**src/rtl/stepper_bank.sv**
```systemverilog
// Bank of independent step/direction pulse generators with per-channel position feedback.
// Define STEPPER_BANK_DIRSETUP_EN to hold DIR stable for DIR_SETUP cycles before stepping after a reversal.

module stepper_chan #(
    parameter int PULSE_LEN = 48,
    parameter int DIR_SETUP = 96
) (
    input  logic        clk,
    input  logic        rst,
    input  logic        active,
    input  logic [31:0] cmd,
    output logic        stp,
    output logic        dir,
    output logic [31:0] feedback
);

`ifdef STEPPER_BANK_DIRSETUP_EN
    typedef enum logic [1:0] {IDLE, SETUP, RUN} state_t;
`else
    typedef enum logic [1:0] {IDLE, RUN} state_t;
`endif

    localparam logic [31:0] MIN_P = 32'(2 * PULSE_LEN);
    localparam int PW = $clog2(PULSE_LEN + 1);
    localparam logic [PW-1:0] PULSE_LAST = PW'(PULSE_LEN - 1);

    state_t        state, state_nxt;
    logic [31:0]   mag, p_eff, cnt, period;
    logic [PW-1:0] pcnt;
    logic          nz, want, boundary;
    logic          cnt_clr, load_p, load_dir, do_step;

    // -2^31 has no positive counterpart; clamp it to the largest period
    assign mag      = cmd[31] ? ((cmd == 32'h8000_0000) ? 32'h7FFF_FFFF : -cmd) : cmd;
    assign p_eff    = (mag < MIN_P) ? MIN_P : mag;
    assign nz       = |cmd;
    assign want     = ~cmd[31];
    assign boundary = (state == RUN) && (cnt == period - 32'd1);

`ifndef STEPPER_BANK_DIRSETUP_EN
    logic unused_setup;
    assign unused_setup = (DIR_SETUP != 0);
`endif

    always_ff @(posedge clk or posedge rst) begin
        if (rst) state <= IDLE;
        else     state <= state_nxt;
    end

    always_comb begin
        state_nxt = state;
        cnt_clr   = 1'b0;
        load_p    = 1'b0;
        load_dir  = 1'b0;
        do_step   = 1'b0;
        if (!active) begin
            state_nxt = IDLE;
            cnt_clr   = 1'b1;
        end else begin
            case (state)
                IDLE: begin
                    cnt_clr = 1'b1;
                    if (nz) begin
                        if (want == dir) begin
                            state_nxt = RUN;
                            load_p    = 1'b1;
                        end else begin
                            load_dir = 1'b1;
`ifdef STEPPER_BANK_DIRSETUP_EN
                            state_nxt = SETUP;
`else
                            state_nxt = RUN;
                            load_p    = 1'b1;
`endif
                        end
                    end
                end
`ifdef STEPPER_BANK_DIRSETUP_EN
                SETUP: begin
                    if (cnt == 32'(DIR_SETUP - 1)) begin
                        state_nxt = RUN;
                        cnt_clr   = 1'b1;
                        load_p    = 1'b1;
                    end
                end
`endif
                RUN: begin
                    if (boundary) begin
                        cnt_clr = 1'b1;
                        load_p  = 1'b1;
                        if (!nz) begin
                            state_nxt = IDLE;
                        end else if (want != dir) begin
                            load_dir = 1'b1;
`ifdef STEPPER_BANK_DIRSETUP_EN
                            state_nxt = SETUP;
`endif
                        end else begin
                            do_step = 1'b1;
                        end
                    end
                end
                default: state_nxt = IDLE;
            endcase
        end
    end

    always_ff @(posedge clk or posedge rst) begin
        if (rst) begin
            cnt      <= '0;
            period   <= MIN_P;
            dir      <= 1'b0;
            feedback <= '0;
        end else begin
            cnt <= cnt_clr ? 32'd0 : cnt + 32'd1;
            if (load_p)   period <= p_eff;
            if (load_dir) dir    <= want;
            if (do_step)  feedback <= feedback + (dir ? 32'd1 : 32'hFFFF_FFFF);
        end
    end

    // Pulse timer; deactivation truncates an in-flight pulse
    always_ff @(posedge clk or posedge rst) begin
        if (rst) begin
            stp  <= 1'b0;
            pcnt <= '0;
        end else if (!active) begin
            stp  <= 1'b0;
            pcnt <= '0;
        end else if (do_step) begin
            stp  <= 1'b1;
            pcnt <= PULSE_LAST;
        end else if (stp) begin
            if (pcnt == '0) stp  <= 1'b0;
            else            pcnt <= pcnt - PW'(1);
        end
    end

endmodule

module stepper_bank #(
    parameter int                  CHANNELS   = 5,
    parameter int                  PULSE_LEN  = 48,
    parameter int                  DIR_SETUP  = 96,
    parameter logic [CHANNELS-1:0] DIR_INVERT = '0
) (
    input  logic                    clk,
    input  logic                    rst,
    input  logic                    error,
    input  logic [CHANNELS-1:0]     enable,
    input  logic [32*CHANNELS-1:0]  freq_cmd,
    output logic [32*CHANNELS-1:0]  feedback,
    output logic [CHANNELS-1:0]     stp,
    output logic [CHANNELS-1:0]     dir
);

    logic [CHANNELS-1:0] dir_log;

    for (genvar i = 0; i < CHANNELS; i++) begin : g_ch
        stepper_chan #(
            .PULSE_LEN (PULSE_LEN),
            .DIR_SETUP (DIR_SETUP)
        ) u_chan (
            .clk      (clk),
            .rst      (rst),
            .active   (enable[i] & ~error),
            .cmd      (freq_cmd[32*i +: 32]),
            .stp      (stp[i]),
            .dir      (dir_log[i]),
            .feedback (feedback[32*i +: 32])
        );
    end

    assign dir = dir_log ^ DIR_INVERT;

endmodule

```
**config.mk**
```make
export PLATFORM = sky130hd
export DESIGN_NAME = stepper_bank
export DESIGN_NICKNAME = d
export VERILOG_FILES = /design/src/rtl/stepper_bank.sv
export SDC_FILE = /design/constraint.sdc
export NUM_CORES = 2
export LEC_CHECK = 0
export CAP_MARGIN = 25
export CORE_MARGIN = 2
export CORE_UTILIZATION = 52
export DETAILED_ROUTE_END_ITERATION = 8
export GPL_TIMING_DRIVEN = 0
export HOLD_SLACK_MARGIN = 0.06
export PLACE_DENSITY_LB_ADDON = 0.1
export SYNTH_ARGS = -nofsm -noshare
export SYNTH_HDL_FRONTEND = slang
export SYNTH_HIERARCHICAL = 1
export SYNTH_SLANG_ARGS = --single-unit
```
**constraint.sdc**
```tcl
create_clock -name clk -period 5.1 [get_ports clk]
set_clock_uncertainty 0.2 [all_clocks]
set_input_delay 0.765 -clock clk [delete_from_list [all_inputs] [get_ports clk]]
set_output_delay 0.765 -clock clk [all_outputs]
set_load 0.01 [all_outputs]
```
==> metrics.md <==
| Metric | Value |
|---|---|
| Cell taking the most area after synthesis | dfrtp_1 |
| Die area | 82660 µm² |
| Hold_buf cts | 0 |
| Worst-path fanout max | 8 |
| Clk buf depth | 3 |
| Clk_lat worst skew | around 0.63 ns |
| # setup viols final | 0 |
| #FFs+latches synth | between 500 and 600 |
| Final Util | 0.6129 |
| CP Launch Type | input port |
| Post-synthesis cell type count | slightly above 100 |
| Synthesized area per cell | 8.463 µm² |
| Final WL | 115500 µm |
| Iter 0 DRT Violations | 2350 |
| Hold_ws | 0.2709 ns |
| Layout cells sized above 1 | 0.07300 |
| Yosys warning total | 6 |
| Clock transition at path regs | 0.06 ns |
| Slew @ Worst Pin | 0.9272 ns |
| Crit. End Element | flip-flop |
| Synth area leaders | dfrtp_1 31%, xnor2_1 6.4%, xor2_1 5.7% |
| Post-DRT Antenna Nets | 0 |
| Routed vias | around 38000 |
| CTS buffer count | 60 |
| F_max | 210.1 MHz |
| DRC viols | 0 |
| CP Class | input port to flip-flop |
| DR vias/cell | approximately 6.0 |
| TritonRoute pass-1 iters | 6 |
| Detail Placement HPWL | 88080 µm |
| Final hold vios | 0 |
| Post-synth EDFFs | 0 |
| Pins over their slew limit | 0 |
| Slew Limit Headroom | 0.3799 |
| Syn Inst Count | between 4000 and 5000 |
| Die Wd | 287.5 µm |
| Ys async rst share | 1.000 |
| CTS tree | yes |
| Antenna violations before repair | 0 |
| Setup repair bufs after CTS | 0 |
| Crit path DAT | about 5 ns |
| Number of global-route vias before repair | about 36000 |
| GRT overflow | 0 |
| First-pass GRT wire length | 189300 µm |
| Initial Util | 0.5274 |
| Worst EP required | between 5 and 6 ns |
| Power, Total | 0.01247 W |
| WL/cell | about 18 µm |
| Post-layout min period | 4.761 ns |
| Core ar. | 79260 µm² |
| Status | finished, final reports clean |
| # IOs | 338 |
| Post-CTS sizing | 0 |
| Antenna diodes | 0 |
| Pwr dens | roughly 260 nW/µm² |
| Top cell type's share of synthesized area | 0.3083 |
| Register area share after synthesis | 0.3146 |
| VDD IR max | ~0.23 mV |
| TNS Setup | 0 ns |
| RSZ-0062 raised after global routing | false |
| Mapped Area | 41800 µm² |
| Row cnt | 103 |
| Max Cap Viol | 0 |
| Total GRT Usage | 0.2746 |
| Area post-placement | roughly 46000 µm² |
| P&R area growth vs syn | 16.22% |
| Routability-driven placement congestion ratio | 0.9547 |
| H-tree levels | 2 |
| Synthesized Nets | ~5300 |
| Clock tree root buffer cell | clkbuf_16 |
| Largest net degree at the start of global routing | 73 |
| Top_reg_cell synth | dfrtp_1 |
| I/O Buffers | a little over 300 |
| Hold Crit Class | flip-flop to flip-flop |
| Leakage | ~20 nW |
| Clk sinks | 525 |
| Post-route cell area | 48580 µm² |
| Die height | 287.5 µm |
| NumNets Final | 5669 |
| Post-route clock period utilization | 0.9334 |
Yosys cell counts, types with 87 or more instances:
| master | n |
|---|---|
| ha_1 | 175 |
| clkbuf_1 | 150 |
| nand2_1 | 528 |
| dfrtp_1 | 515 |
| nand4_1 | 87 |
| a21oi_1 | 227 |
| xnor2_1 | 306 |
| xor2_1 | 271 |
| nor2_1 | 476 |
| nand3_1 | 172 |
| o21ai_0 | 312 |
| inv_1 | 137 |
| nor3_1 | 146 |
| a21o_1 | 111 |
state kept, by name, summed over array words and instances (netlist names):
register / flops
g_ch.u_chan/cnt: 160
g_ch.u_chan/dir: 5
g_ch.u_chan/feedback: 160
g_ch.u_chan/pcnt: 30
g_ch.u_chan/period: 160
g_ch.u_chan/state: 5
g_ch.u_chan/stp: 5
layout make-up:
| cell class | count | area, µm² |
|---|---|---|
| clock buffer | 88 | 1838 |
| tap | 1050 | 1314 |
| clock inverter | 23 | 256.5 |
| buffer | 206 | 934.6 |
| timing repair buffer | 320 | 3341 |
| inverter | 137 | 526.8 |
| multi-input combinational | 4071 | 27220 |
| sequential | 525 | 13150 |
| fill | 7111 | 30680 |
critical path: stages:
cell	delay, ns
clkdlybuf4s50_1	0.47
inv_1	0.11
ha_1	0.21
nor3b_1	0.69
nand4_1	0.57
or2_2	0.45
clkbuf_1	0.16
o41ai_1	0.36
a22oi_1	0.14
nor4_1	0.40
nand4b_1	0.37
o221ai_1	0.22
mux2i_1	0.11
path summary, 6_finish.rpt:
path / startpoint / endpoint / slack (ns) / cells past startpoint
max in group asynchronous: rst / g_ch[0].u_chan/period[5] / 2.95 / 3
hold reg to reg: g_ch[4].u_chan/feedback[31] / g_ch[4].u_chan/feedback[31] / 0.27 / 1
min in group asynchronous: rst / g_ch[4].u_chan/feedback[5] / 0.86 / 2
hold / removal: g_ch[4].u_chan/feedback[31] / g_ch[4].u_chan/feedback[31] / 0.27 / 1
setup / recovery: freq_cmd[0] / g_ch[0].u_chan/period[3] / 0.34 / 13
setup reg to reg: g_ch[4].u_chan/period[0] / g_ch[4].u_chan/feedback[17] / 0.38 / 15
cells by family (layout without fill, tap and decap cells):
kind of cell / Yosys count / after routing / share of synthesized area
AO/OA/AOI/OAI: 1180 / 1180 / 0.1876
XOR/XNOR: 578 / 578 / 0.1214
adder cells (fa/ha/maj): 180 / 180 / 0.05478
buffers and inverters: 343 / 774 / 0.03466
flip-flops: 525 / 525 / 0.3146
multiplexers: 147 / 147 / 0.04161
AND/OR/NAND/NOR: 1986 / 1986 / 0.2453
power breakdown:
group	internal, W	switching, W	total, W
Sequential	0.00444	0.000420	0.00486
Combinational	0.00130	0.00175	0.00306
Clock	0.00273	0.00182	0.00455
Total	0.00848	0.00399	0.0125
metal layers:
metal,share of wire,global-route usage,up-vias
li1,-,-,18762
met1,0.45,0.3803,18248
met2,0.46,0.4486,1033
met3,0.054,0.03407,208
met4,0.030,0.08229,0
met5,0,0,-
stage by stage:
| stage | instances | worst slack (ns) |
|---|---|---|
| final | 6420 | 0.3394 |
| after global routing | 6420 | 0.03122 |
| after CTS | 6419 | 0.2423 |
| after detailed placement | 6308 | -0.2671 |
| after global placement | 6298 | -0.7280 |
| after floorplan | 4939 | 0.8535 |
cells in the final DEF, fill, tap and decap left out, drive strengths merged, types with 71 or more instances in the layout:
cell type / synthesis / routed
xnor2: 306 / 306
and3: 71 / 71
clkbuf: 152 / 240
xor2: 271 / 271
mux2: 118 / 118
dfrtp: 515 / 515
clkdlybuf4s50: 0 / 309
nand3: 175 / 175
ha: 175 / 175
a21oi: 227 / 227
nor3: 158 / 158
inv: 137 / 139
o21ai: 345 / 345
or3: 71 / 71
a21o: 111 / 111
nand4: 87 / 87
nor2: 479 / 479
nor4: 86 / 86
nand2: 528 / 528
(Power assumes the default switching activity.)
